### config.mk
export PLATFORM = sky130hd
export DESIGN_NAME = uart_mmio_flat
export DESIGN_NICKNAME = d
export VERILOG_FILES = /design/src/rtl/uart_pkg.sv /design/src/rtl/uart_mmio_if.sv /design/src/rtl/uart_fifo.sv /design/src/rtl/uart_mmio.sv /design/src/flat_wrapper.sv
export SDC_FILE = /design/constraint.sdc
export NUM_CORES = 1
export LEC_CHECK = 0
export BUFFER_PORTS_ARGS = -buffer_cell sky130_fd_sc_hd__buf_4
export CORE_UTILIZATION = 44
export DETAILED_ROUTE_END_ITERATION = 6
export GPL_ROUTABILITY_DRIVEN = 0
export GPL_TIMING_DRIVEN = 0
export PLACE_DENSITY_LB_ADDON = 0.25
export SKIP_CTS_REPAIR_TIMING = 1
export SYNTH_ARGS = -nofsm -noshare
export SYNTH_HDL_FRONTEND = slang
export SYNTH_SLANG_ARGS = --single-unit
export TNS_END_PERCENT = 5
### constraint.sdc
create_clock -name clk -period 6 [get_ports clk]
set_input_delay 0.6 -clock clk [delete_from_list [all_inputs] [get_ports clk]]
set_output_delay 0.6 -clock clk [all_outputs]
set_load 0.005 [all_outputs]
### src/rtl/uart_pkg.sv
// Shared definitions for the uart_mmio peripheral: register word offsets
// (decoded from addr[4:2]), STATUS bit positions and the common FSM state type.
package uart_pkg;

    localparam logic [2:0] UART_TXDATA  = 3'd0;
    localparam logic [2:0] UART_RXDATA  = 3'd1;
    localparam logic [2:0] UART_STATUS  = 3'd2;
    localparam logic [2:0] UART_BAUDDIV = 3'd3;
    localparam logic [2:0] UART_CTRL    = 3'd4;

    localparam int ST_TX_FULL    = 0;
    localparam int ST_TX_IDLE    = 1;
    localparam int ST_RX_VALID   = 2;
    localparam int ST_RX_OVERRUN = 3;
    localparam int ST_FRAME_ERR  = 4;
    localparam int ST_TX_BUSY    = 5;

    typedef enum logic [1:0] {
        IDLE  = 2'd0,
        START = 2'd1,
        DATA  = 2'd2,
        STOP  = 2'd3
    } uart_state_t;

endpackage

### src/rtl/uart_mmio_if.sv
// Data-side bus between the core's address decoder and the UART block.
// The core is the master; the UART returns combinational read data.
interface uart_mmio_if;
    logic        en;
    logic        we;
    logic        re;
    logic [4:0]  addr;
    logic [31:0] wd;
    logic [31:0] rd;

    modport master (output en, output we, output re, output addr, output wd, input rd);
    modport slave  (input en, input we, input re, input addr, input wd, output rd);
endinterface

### src/rtl/uart_fifo.sv
// Small synchronous FIFO for the transmit path. DEPTH must be a power of two
// so the pointers wrap naturally. A push into a full FIFO is dropped unless
// a pop happens on the same edge, in which case the push is accepted.
module uart_fifo #(
    parameter int DEPTH = 4,
    parameter int WIDTH = 8
) (
    input  logic             clk,
    input  logic             rst_n,
    input  logic             push,
    input  logic             pop,
    input  logic [WIDTH-1:0] din,
    output logic [WIDTH-1:0] dout,
    output logic             full,
    output logic             empty
);
    localparam int AW = $clog2(DEPTH);

    logic [WIDTH-1:0] mem [DEPTH];
    logic [AW-1:0]    wr_ptr;
    logic [AW-1:0]    rd_ptr;
    logic [AW:0]      count;
    logic             do_push;
    logic             do_pop;

    assign full    = (count == (AW+1)'(DEPTH));
    assign empty   = (count == '0);
    assign do_pop  = pop && !empty;
    assign do_push = push && (!full || do_pop);
    assign dout    = mem[rd_ptr];

    // Storage array; no reset needed since empty/full gate every read.
    always_ff @(posedge clk) begin
        if (do_push) mem[wr_ptr] <= din;
    end

    // Pointer and occupancy bookkeeping.
    always_ff @(posedge clk or negedge rst_n) begin
        if (!rst_n) begin
            wr_ptr <= '0;
            rd_ptr <= '0;
            count  <= '0;
        end else begin
            if (do_push) wr_ptr <= wr_ptr + 1'b1;
            if (do_pop)  rd_ptr <= rd_ptr + 1'b1;
            case ({do_push, do_pop})
                2'b10:   count <= count + 1'b1;
                2'b01:   count <= count - 1'b1;
                default: count <= count;
            endcase
        end
    end
endmodule

### src/rtl/uart_mmio.sv
// Memory-mapped 8N1 UART. TX: FIFO feeding a shift FSM. RX: 2-flop
// synchroniser, mid-bit sampling FSM and a one-byte holding register.
// Optional feature macro UART_LOOPBACK_EN adds the CTRL register (offset
// 0x10) whose bit0 routes internal tx into the receiver and parks the pin high.
module uart_mmio
    import uart_pkg::*;
#(
    parameter logic [15:0] DIV_DEFAULT = 16'd434,
    parameter int          TX_DEPTH    = 4
) (
    input  logic        clk,
    input  logic        rst_n,
    uart_mmio_if.slave  bus,
    output logic        tx,
    input  logic        rx
);
    logic [2:0]  reg_sel;
    logic        wr_en;
    logic        rx_pop_now;
    logic        status_w1c;
    logic [15:0] baud_div;

    assign reg_sel    = bus.addr[4:2];
    assign wr_en      = bus.en && bus.we;
    assign rx_pop_now = bus.en && bus.re && (reg_sel == UART_RXDATA);
    assign status_w1c = wr_en && (reg_sel == UART_STATUS);

    // ---------------- TX path ----------------
    uart_state_t tx_state, tx_next;
    logic [15:0] tx_cnt;
    logic [2:0]  tx_bit_idx;
    logic [7:0]  tx_shift;
    logic        tx_bit_done;
    logic        tx_pop;
    logic        tx_int;
    logic        tx_busy;
    logic        fifo_full;
    logic        fifo_empty;
    logic [7:0]  fifo_dout;

    uart_fifo #(.DEPTH(TX_DEPTH), .WIDTH(8)) u_tx_fifo (
        .clk   (clk),
        .rst_n (rst_n),
        .push  (wr_en && (reg_sel == UART_TXDATA)),
        .pop   (tx_pop),
        .din   (bus.wd[7:0]),
        .dout  (fifo_dout),
        .full  (fifo_full),
        .empty (fifo_empty)
    );

    assign tx_bit_done = (tx_cnt >= baud_div - 16'd1);
    assign tx_busy     = (tx_state != IDLE);

    // TX state register.
    always_ff @(posedge clk or negedge rst_n) begin
        if (!rst_n) tx_state <= IDLE;
        else        tx_state <= tx_next;
    end

    // TX next-state: frames chain directly from STOP into START when data waits.
    always_comb begin
        tx_next = tx_state;
        case (tx_state)
            IDLE:    if (!fifo_empty) tx_next = START;
            START:   if (tx_bit_done) tx_next = DATA;
            DATA:    if (tx_bit_done && tx_bit_idx == 3'd7) tx_next = STOP;
            STOP:    if (tx_bit_done) tx_next = fifo_empty ? IDLE : START;
            default: tx_next = IDLE;
        endcase
    end

    // TX outputs: line level and the FIFO pop that starts each frame.
    always_comb begin
        tx_int = 1'b1;
        tx_pop = 1'b0;
        case (tx_state)
            IDLE:    tx_pop = !fifo_empty;
            START:   tx_int = 1'b0;
            DATA:    tx_int = tx_shift[0];
            STOP:    tx_pop = tx_bit_done && !fifo_empty;
            default: tx_int = 1'b1;
        endcase
    end

    // TX bit timer and shift register; a pop loads the next byte and restarts timing.
    always_ff @(posedge clk or negedge rst_n) begin
        if (!rst_n) begin
            tx_cnt     <= '0;
            tx_bit_idx <= '0;
            tx_shift   <= '0;
        end else if (tx_pop) begin
            tx_cnt     <= '0;
            tx_bit_idx <= '0;
            tx_shift   <= fifo_dout;
        end else if (tx_state == IDLE) begin
            tx_cnt <= '0;
        end else if (tx_bit_done) begin
            tx_cnt <= '0;
            if (tx_state == DATA) begin
                tx_shift   <= {1'b0, tx_shift[7:1]};
                tx_bit_idx <= tx_bit_idx + 3'd1;
            end
        end else begin
            tx_cnt <= tx_cnt + 16'd1;
        end
    end

    // ---------------- Loopback / pin muxing ----------------
    logic rx_in;
`ifdef UART_LOOPBACK_EN
    logic loopback;

    // CTRL register holding the loopback enable.
    always_ff @(posedge clk or negedge rst_n) begin
        if (!rst_n)                                loopback <= 1'b0;
        else if (wr_en && reg_sel == UART_CTRL)    loopback <= bus.wd[0];
    end

    assign rx_in = loopback ? tx_int : rx;
    assign tx    = loopback ? 1'b1   : tx_int;
`else
    assign rx_in = rx;
    assign tx    = tx_int;
`endif

    // ---------------- RX path ----------------
    uart_state_t rx_state, rx_next;
    logic [1:0]  rx_sync;
    logic        rx_s;
    logic [15:0] rx_cnt;
    logic [2:0]  rx_bit_idx;
    logic [7:0]  rx_shift;
    logic        rx_bit_done;
    logic        rx_half_done;
    logic        rx_sample;
    logic        rx_stop_ok;
    logic        rx_stop_bad;
    logic        rx_valid;
    logic [7:0]  rx_byte;
    logic        rx_overrun;
    logic        frame_err;

    assign rx_s         = rx_sync[1];
    assign rx_bit_done  = (rx_cnt >= baud_div - 16'd1);
    assign rx_half_done = (rx_cnt >= {1'b0, baud_div[15:1]} - 16'd1);

    // Two-flop synchroniser, idling at the line's mark level.
    always_ff @(posedge clk or negedge rst_n) begin
        if (!rst_n) rx_sync <= 2'b11;
        else        rx_sync <= {rx_sync[0], rx_in};
    end

    // RX state register.
    always_ff @(posedge clk or negedge rst_n) begin
        if (!rst_n) rx_state <= IDLE;
        else        rx_state <= rx_next;
    end

    // RX next-state: half-bit start check rejects short glitches.
    always_comb begin
        rx_next = rx_state;
        case (rx_state)
            IDLE:    if (!rx_s) rx_next = START;
            START:   if (rx_half_done) rx_next = rx_s ? IDLE : DATA;
            DATA:    if (rx_bit_done && rx_bit_idx == 3'd7) rx_next = STOP;
            STOP:    if (rx_bit_done) rx_next = IDLE;
            default: rx_next = IDLE;
        endcase
    end

    // RX outputs: sampling strobe and stop-bit outcome strobes.
    always_comb begin
        rx_sample   = 1'b0;
        rx_stop_ok  = 1'b0;
        rx_stop_bad = 1'b0;
        case (rx_state)
            DATA:    rx_sample = rx_bit_done;
            STOP: begin
                rx_stop_ok  = rx_bit_done && rx_s;
                rx_stop_bad = rx_bit_done && !rx_s;
            end
            default: rx_sample = 1'b0;
        endcase
    end

    // RX bit timer and LSB-first deserialiser.
    always_ff @(posedge clk or negedge rst_n) begin
        if (!rst_n) begin
            rx_cnt     <= '0;
            rx_bit_idx <= '0;
            rx_shift   <= '0;
        end else begin
            if (rx_state == IDLE || rx_next != rx_state || rx_sample) rx_cnt <= '0;
            else                                                    rx_cnt <= rx_cnt + 16'd1;
            if (rx_state == START) rx_bit_idx <= '0;
            if (rx_sample) begin
                rx_shift   <= {rx_s, rx_shift[7:1]};
                rx_bit_idx <= rx_bit_idx + 3'd1;
            end
        end
    end

    // Holding register: a pop coinciding with a new byte lets the byte in cleanly.
    always_ff @(posedge clk or negedge rst_n) begin
        if (!rst_n) begin
            rx_valid <= 1'b0;
            rx_byte  <= '0;
        end else if (rx_stop_ok && (!rx_valid || rx_pop_now)) begin
            rx_valid <= 1'b1;
            rx_byte  <= rx_shift;
        end else if (rx_pop_now) begin
            rx_valid <= 1'b0;
        end
    end

    // Sticky error flags; a new error event wins over a same-cycle W1C clear.
    always_ff @(posedge clk or negedge rst_n) begin
        if (!rst_n) begin
            rx_overrun <= 1'b0;
            frame_err  <= 1'b0;
        end else begin
            if (rx_stop_ok && rx_valid && !rx_pop_now)  rx_overrun <= 1'b1;
            else if (status_w1c && bus.wd[ST_RX_OVERRUN]) rx_overrun <= 1'b0;
            if (rx_stop_bad)                             frame_err <= 1'b1;
            else if (status_w1c && bus.wd[ST_FRAME_ERR]) frame_err <= 1'b0;
        end
    end

    // Baud divisor; values below 2 would break the half-bit start check.
    always_ff @(posedge clk or negedge rst_n) begin
        if (!rst_n)                                   baud_div <= DIV_DEFAULT;
        else if (wr_en && reg_sel == UART_BAUDDIV)    baud_div <= (bus.wd[15:0] < 16'd2) ? 16'd2 : bus.wd[15:0];
    end

    // Combinational read mux back to the core.
    always_comb begin
        bus.rd = '0;
        if (bus.en) begin
            case (reg_sel)
                UART_RXDATA:  bus.rd = {rx_valid, 23'b0, rx_byte};
                UART_STATUS: begin
                    bus.rd[ST_TX_FULL]    = fifo_full;
                    bus.rd[ST_TX_IDLE]    = fifo_empty && (tx_state == IDLE);
                    bus.rd[ST_RX_VALID]   = rx_valid;
                    bus.rd[ST_RX_OVERRUN] = rx_overrun;
                    bus.rd[ST_FRAME_ERR]  = frame_err;
                    bus.rd[ST_TX_BUSY]    = tx_busy;
                end
                UART_BAUDDIV: bus.rd = {16'b0, baud_div};
`ifdef UART_LOOPBACK_EN
                UART_CTRL:    bus.rd = {31'b0, loopback};
`endif
                default:      bus.rd = '0;
            endcase
        end
    end
endmodule
### src/flat_wrapper.sv
// flat-port wrapper written by rule: the top's interface ports become plain ports
module uart_mmio_flat import uart_pkg::*;
#(
    parameter logic [15:0] DIV_DEFAULT = 16'd434,
    parameter int          TX_DEPTH    = 4
)
  (clk, rst_n, tx, rx, bus_en, bus_we, bus_re, bus_addr, bus_wd, bus_rd);
  uart_mmio_if bus_i ();
  input  logic clk;
  input  logic rst_n;
  output logic tx;
  input  logic rx;
  input wire logic [$bits(bus_i.en)-1:0] bus_en;
  input wire logic [$bits(bus_i.we)-1:0] bus_we;
  input wire logic [$bits(bus_i.re)-1:0] bus_re;
  input wire logic [$bits(bus_i.addr)-1:0] bus_addr;
  input wire logic [$bits(bus_i.wd)-1:0] bus_wd;
  output wire logic [$bits(bus_i.rd)-1:0] bus_rd;
  assign bus_i.en = bus_en;
  assign bus_i.we = bus_we;
  assign bus_i.re = bus_re;
  assign bus_i.addr = bus_addr;
  assign bus_i.wd = bus_wd;
  assign bus_rd = bus_i.rd;
  uart_mmio #(.DIV_DEFAULT(DIV_DEFAULT), .TX_DEPTH(TX_DEPTH)) u_core (.clk(clk), .rst_n(rst_n), .bus(bus_i), .tx(tx), .rx(rx));
endmodule
# Word-level counts from Yosys, hierarchy flattened
# Memory sizes are Yosys's and may differ from the RTL's.
# Index checks and enable logic that the tools add are counted.
# classes
addsub	10
n_lt_le_gt_ge	4
eq_ne	20
n_mux	44
reduce_logical	42
# op_table
cell	n
$mux 16	5
$pmux 26 s2	1
$ge 16x16->1	3
$add 16x1->16 const B	2
$mux 32	1
$mux 8	4
$logic_and 1x1->1	19
$mux 2	9
$mux 3	6
$pmux 6 s3	1
$lt 16x2->1 const B	1
$pmux 2 s4	2
$reduce_bool 2->1	8
$sub 15x1->16 const B	1
$sub 16x1->16 const B	1
$mux 1	12
$eq 2x2->1 const B	5
$add 3x1->3 const B	3
$eq 3x3->1 const B	3
$eq 2x1->1 const B	3
$eq 3x2->1 const B	2
$logic_not 3->1	2
$ne 2x1->1 const B	3
$pmux 3 s2	1
11 further kinds	22
# totals
ff_bits	94
ram_bits	32
inputBits	43
wordCells	138
mem_count	1
# mem_list
name	depth	width	rd	rd_ports_with_merged_regs	write_ports	line_no	text
u_core.u_tx_fifo.mem	4	8	1	0	1	uart_fifo.sv:19	logic [WIDTH-1:0] mem [DEPTH];

# Depth between registers and ports, before layout
# depth
depth_word	9
depth_mapped	22
depth_no_buf	22

# By module
# A second synthesis with hierarchy kept.
# unflattened
cells_unflattened	658
hier_area_um2	7377.1
# modules_own_cells
module	instances	cells_each	area_each_um2
uart_mmio	1	578	5789.3
uart_fifo	1	80	1587.8

# Worst setup path before layout
# Ideal clock, no wire load.
# synth_timing
kind	flip-flop to flip-flop
startpoint	reg u_core.baud_div[6]
endpoint	reg u_core.u_tx_fifo.count[2]
arrival_ns	4.766
path_slack_ns	1.155
path_stages_with_launch	22
period_less_slack_ns	4.845
path_cell_list	dfrtp_1 buf_2 or4_4 nor4_1 nor4bb_1 nand2_1 xor2_1 ha_1 and4_1 nand2_1 and4bb_2 a211oi_4 nand2_2 nand2b_2 a21oi_2 inv_1 ha_1 inv_1 fa_1 xor2_1 nor2_1 xor2_1
# synth_between
elab_chain_cells	9
elab_cells_between_ends	11
classes_between	1 x add/sub; 1 x order compare; 2 x eq/ne; 2 x mux; 5 x reduce/logical
# synth_lines
element	line_no	text
start: declaration	uart_mmio.sv:21	logic [15:0] baud_div;
start signal: assignment	uart_mmio.sv:233	else if (wr_en && reg_sel == UART_BAUDDIV) baud_div <= (bus.wd[15:0] < 16'd2) ? 16'd2 : bus.wd[15:0];
$sub 16x1->16 (*)	uart_mmio.sv:52	assign tx_bit_done = (tx_cnt >= baud_div - 16'd1);
$ge 16x16->1 (*)	uart_mmio.sv:52	
$logic_and 1x1->1 (*)	uart_mmio.sv:81	STOP: tx_pop = tx_bit_done && !fifo_empty;
$pmux 1 s2 (*)	uart_mmio.sv:77	case (tx_state)
$logic_and 1x1->1 (*)	uart_fifo.sv:28	assign do_pop = pop && !empty;
$logic_or 1x1->1	uart_fifo.sv:29	assign do_push = push && (!full || do_pop);
$logic_and 1x1->1	uart_fifo.sv:29	
$eq 2x1->1 or $eq 2x2->1 (tied branches)	uart_fifo.sv:46	case ({do_push, do_pop})
$pmux 3 s2 or $reduce_bool 2->1 (tied branches)	n/a	
end signal: assignment	uart_fifo.sv:47	2'b10: count <= count + 1'b1;
end signal: assignment	uart_fifo.sv:48	2'b01: count <= count - 1'b1;
end signal: assignment	uart_fifo.sv:49	default: count <= count;
end: declaration	uart_fifo.sv:22	logic [AW:0] count;
# Every way passes the cells marked *; elsewhere a longest branch is shown, timed or not.
# A chain may end at the register's enable or synchronous reset.

# Worst setup path in the final report
# Same ends and word-level chain as after synthesis.

==> run summary <==
Initial Util -> 0.450
crit share post-route -> 0.930
first-pass GRT wire length -> 26600 um
Max clock buf depth -> 2
via/cell ratio -> 5.34
slowest CP cell -> or4_4
r2r worst-path depth -> 21
CP cell instances -> buf_2 > or4_4 > nor4_2 > nor4bb_2 > nand2_1 > xor2_1 > ha_1 > and4_1 > nand2_1 > and4bb_2 > a211oi_4 > nand2_2 > nand2b_2 > a21oi_2 > inv_1 > ha_1 > inv_1 > fa_1 > xor2_1 > nor2_1 > xor2_1
Reg2Reg Setup Slack -> 420 ps
CTS tree -> yes
DIE HEIGHT -> 132 um
RSZ-0062 raised after global routing -> no
Place WS -> 217 ps
max_slew headroom -> 0.209
syn avg cell area -> 11.1 um^2
DRC viols -> 0
overflow left after global routing -> 0
crit path time final -> 5580 ps
Yosys warnings -> 0
xor/xnor share of the synthesized area -> 0.0723
CTS root buf -> clkbuf_16
die width -> 132 um
worst hold path stage count -> 1
total number of vias -> 5207
CP dominant cell by count -> xor2_1
commonest non-fill, non-tap cell in the layout -> dfrtp_1
setup TNS -> 0 ps
antenna-violating nets left -> 0
required time of the critical path -> 6340 ps
post-synthesis mux area share -> 0.0993
Async SR Flop Fraction -> 0.746
share of cells above drive strength 1 -> 0.229
cell taking the most area after synthesis -> dfrtp_1
Max Slew Vio Count -> 0
prevailing post-synth register cell -> dfrtp_1
nets -> 849
top area cells in the synthesized netlist -> dfrtp_1 29%, edfxtp_1 13%, ha_1 10%
Max stage delay on crit path -> 570 ps
DRT iter0 DRCs -> 304
Total GRT Usage -> 0.196
largest family of logic cells by synthesized area -> simple AND/OR/NAND/NOR gates
Finish-stage setup viols -> 0
DP HPWL -> 12000 um
peak supply drop -> 0.217 mV
Worst Setup End Kind -> flip-flop
Syn Std Cell Area -> 7460 um^2
H-tree depth -> 4
Compound-Gate Fraction of Synth Area -> 0.0827
FILL cells -> 1455
clock latency on the worst-skew pair -> 430 ps
largest net degree at the start of global routing -> 95
capturing point of the worst reg2reg path -> u_core.u_tx_fifo.count[2]
Worst-Margin Slew -> 1190 ps
hold path start -> rx
status -> finished clean
count of input and output buffers -> 41
final WL -> 16200 um
startpoint types -> flip-flop
Post-Synthesis Cells -> 669
WS Path Type -> flip-flop to flip-flop
Synth-to-Final Area Change -> 16.7%
Yosys reg bits -> 126
Inserted Diodes -> 0
Max-Cap Viols -> 0
Hold Fails Final Rpt -> 0
simple-gate share of the synthesized area -> 0.150
part of the Yosys area used for sequential elements -> 0.446
critical path data arrival time -> 5920 ps
Hold Crit Class -> primary input to flip-flop
drt wl/cell -> 16.6 um
Netlist cell types -> 74
Cell Pwr Density -> 359 nW/um^2
die area -> 17500 um^2
most frequent cells in the layout -> 87 x dfrtp_1, 62 x nor2_1, 62 x ha_1
Ports -> 76
Setup WS post-layout -> 418 ps
Max Fclk -> 0.179 GHz
antenna violations before repair -> 0
Leak Pwr -> 3.95 nW
Reg clk slew, reported paths -> 60 ps
clock sinks -> 126
drt first pass iters -> 5
post-synth top area share -> 0.292
clk_skew -> 9.33 ps
RR Startpoint -> u_core.baud_div[6]
WHS Endpoint -> u_core.rx_sync[0]
row count -> 47
post-synthesis adder-cell area fraction -> 0.108
Post-synth EDFFs -> 32
largest fanout on the critical path -> 8
vias in the first global route -> 5286
Core ar. -> 16600 um^2
Num CTS Buffers -> 17
## power by group
group	internal, mW	switching, mW	total, mW	leakage (nW)
Clock	0.623	0.407	1.03	0.290
Sequential	1.01	0.122	1.13	1.51
Combinational	0.435	0.526	0.961	2.15
## per-stage QoR
stage / instances / cell area, um^2 / hold slack (ps) / total power, mW / utilization
final: 976 / 8700 / 277 / 3.12 / 0.525
after global routing: 976 / 8700 / 264 / 3.31 / 0.525
after CTS: 976 / 8680 / 267 / 3.14 / 0.523
after detailed placement: 944 / 8090 / 347 / 2.10 / 0.488
after global placement: 944 / 8090 / 349 / 2.05 / 0.488
after floorplan: 683 / 7510 / 304 / 1.82 / -
## sequential cells by signal, indices dropped and copies added, names as in the netlist, 3 cells and up
name,count
u_core.baud_div,16
u_core.rx_bit_idx,3
u_core.rx_byte,8
u_core.rx_cnt,16
u_core.rx_shift,8
u_core.tx_bit_idx,3
u_core.tx_cnt,16
u_core.tx_shift,8
u_core.u_tx_fifo.count,3
u_core.u_tx_fifo.mem,32
## cells in the mapped netlist (11+ instances only)
master    count
a21o_1       16
nand2_1      43
edfxtp_1     32
o21ai_0      14
nor2_1       62
xnor2_1      30
ha_1         62
inv_1        22
mux2i_1      11
and3_1       13
nand3_1      19
mux2_2       28
dfrtp_1      87
buf_4        15
xor2_1       29
and2_1       15
## logic make-up (layout without fill, tap and decap cells)
| family | after synthesis | after routing |
|---|---|---|
| flip-flops | 126 | 126 |
| adder cells (fa/ha/maj) | 64 | 64 |
| AO/OA/AOI/OAI | 84 | 84 |
| other | 1 | 15 |
| AND/OR/NAND/NOR | 216 | 216 |
| buffers and inverters | 62 | 135 |
| multiplexers | 56 | 56 |
| XOR/XNOR | 60 | 60 |
## metal layers
metal,vias to the layer above,part of all wire,track usage
li1,2510,-,-
met3,34,0.044,0.0384
met5,-,0,0
met1,2529,0.46,0.256
met2,134,0.47,0.313
met4,0,0.028,0.0945
## final cells by class
type | count | area (um^2) | share of cell area
Inverter | 23 | 86.3 | 0.00993
Multi-Input combinational cell | 495 | 3890 | 0.447
Tap cell | 220 | 275 | 0.0316
Clock buffer | 18 | 433 | 0.0498
Timing Repair Buffer | 41 | 308 | 0.0354
Sequential cell | 126 | 3320 | 0.382
Buffer | 39 | 226 | 0.0260
Clock inverter | 14 | 156 | 0.0180
## worst max-delay path by stage
stage / start / endpoint / slack (ps) / cells after the start
after CTS: u_core.baud_div[6] / u_core.u_tx_fifo.count[2] / 140 / 21
after detailed placement: u_core.baud_div[6] / u_core.u_tx_fifo.count[2] / 220 / 21
final: u_core.baud_div[6] / u_core.u_tx_fifo.count[2] / 420 / 21
after floorplan: u_core.baud_div[6] / u_core.u_tx_fifo.count[2] / 1150 / 21
after global placement: u_core.baud_div[6] / u_core.u_tx_fifo.count[2] / 300 / 21
after global routing: u_core.baud_div[6] / u_core.u_tx_fifo.count[2] / 30 / 21
## worst max-delay path: cells and delay by family, from the launching register on
kind	cells	cell delay [ps]
AOI/OAI and AO/OA	2	480
xor gates and xnor gates	3	680
adders and majority gates	3	930
buffers and inverters	3	360
DFF	1	350
and+or+nand+nor	10	2680
Power figures use the tool's default switching activity.
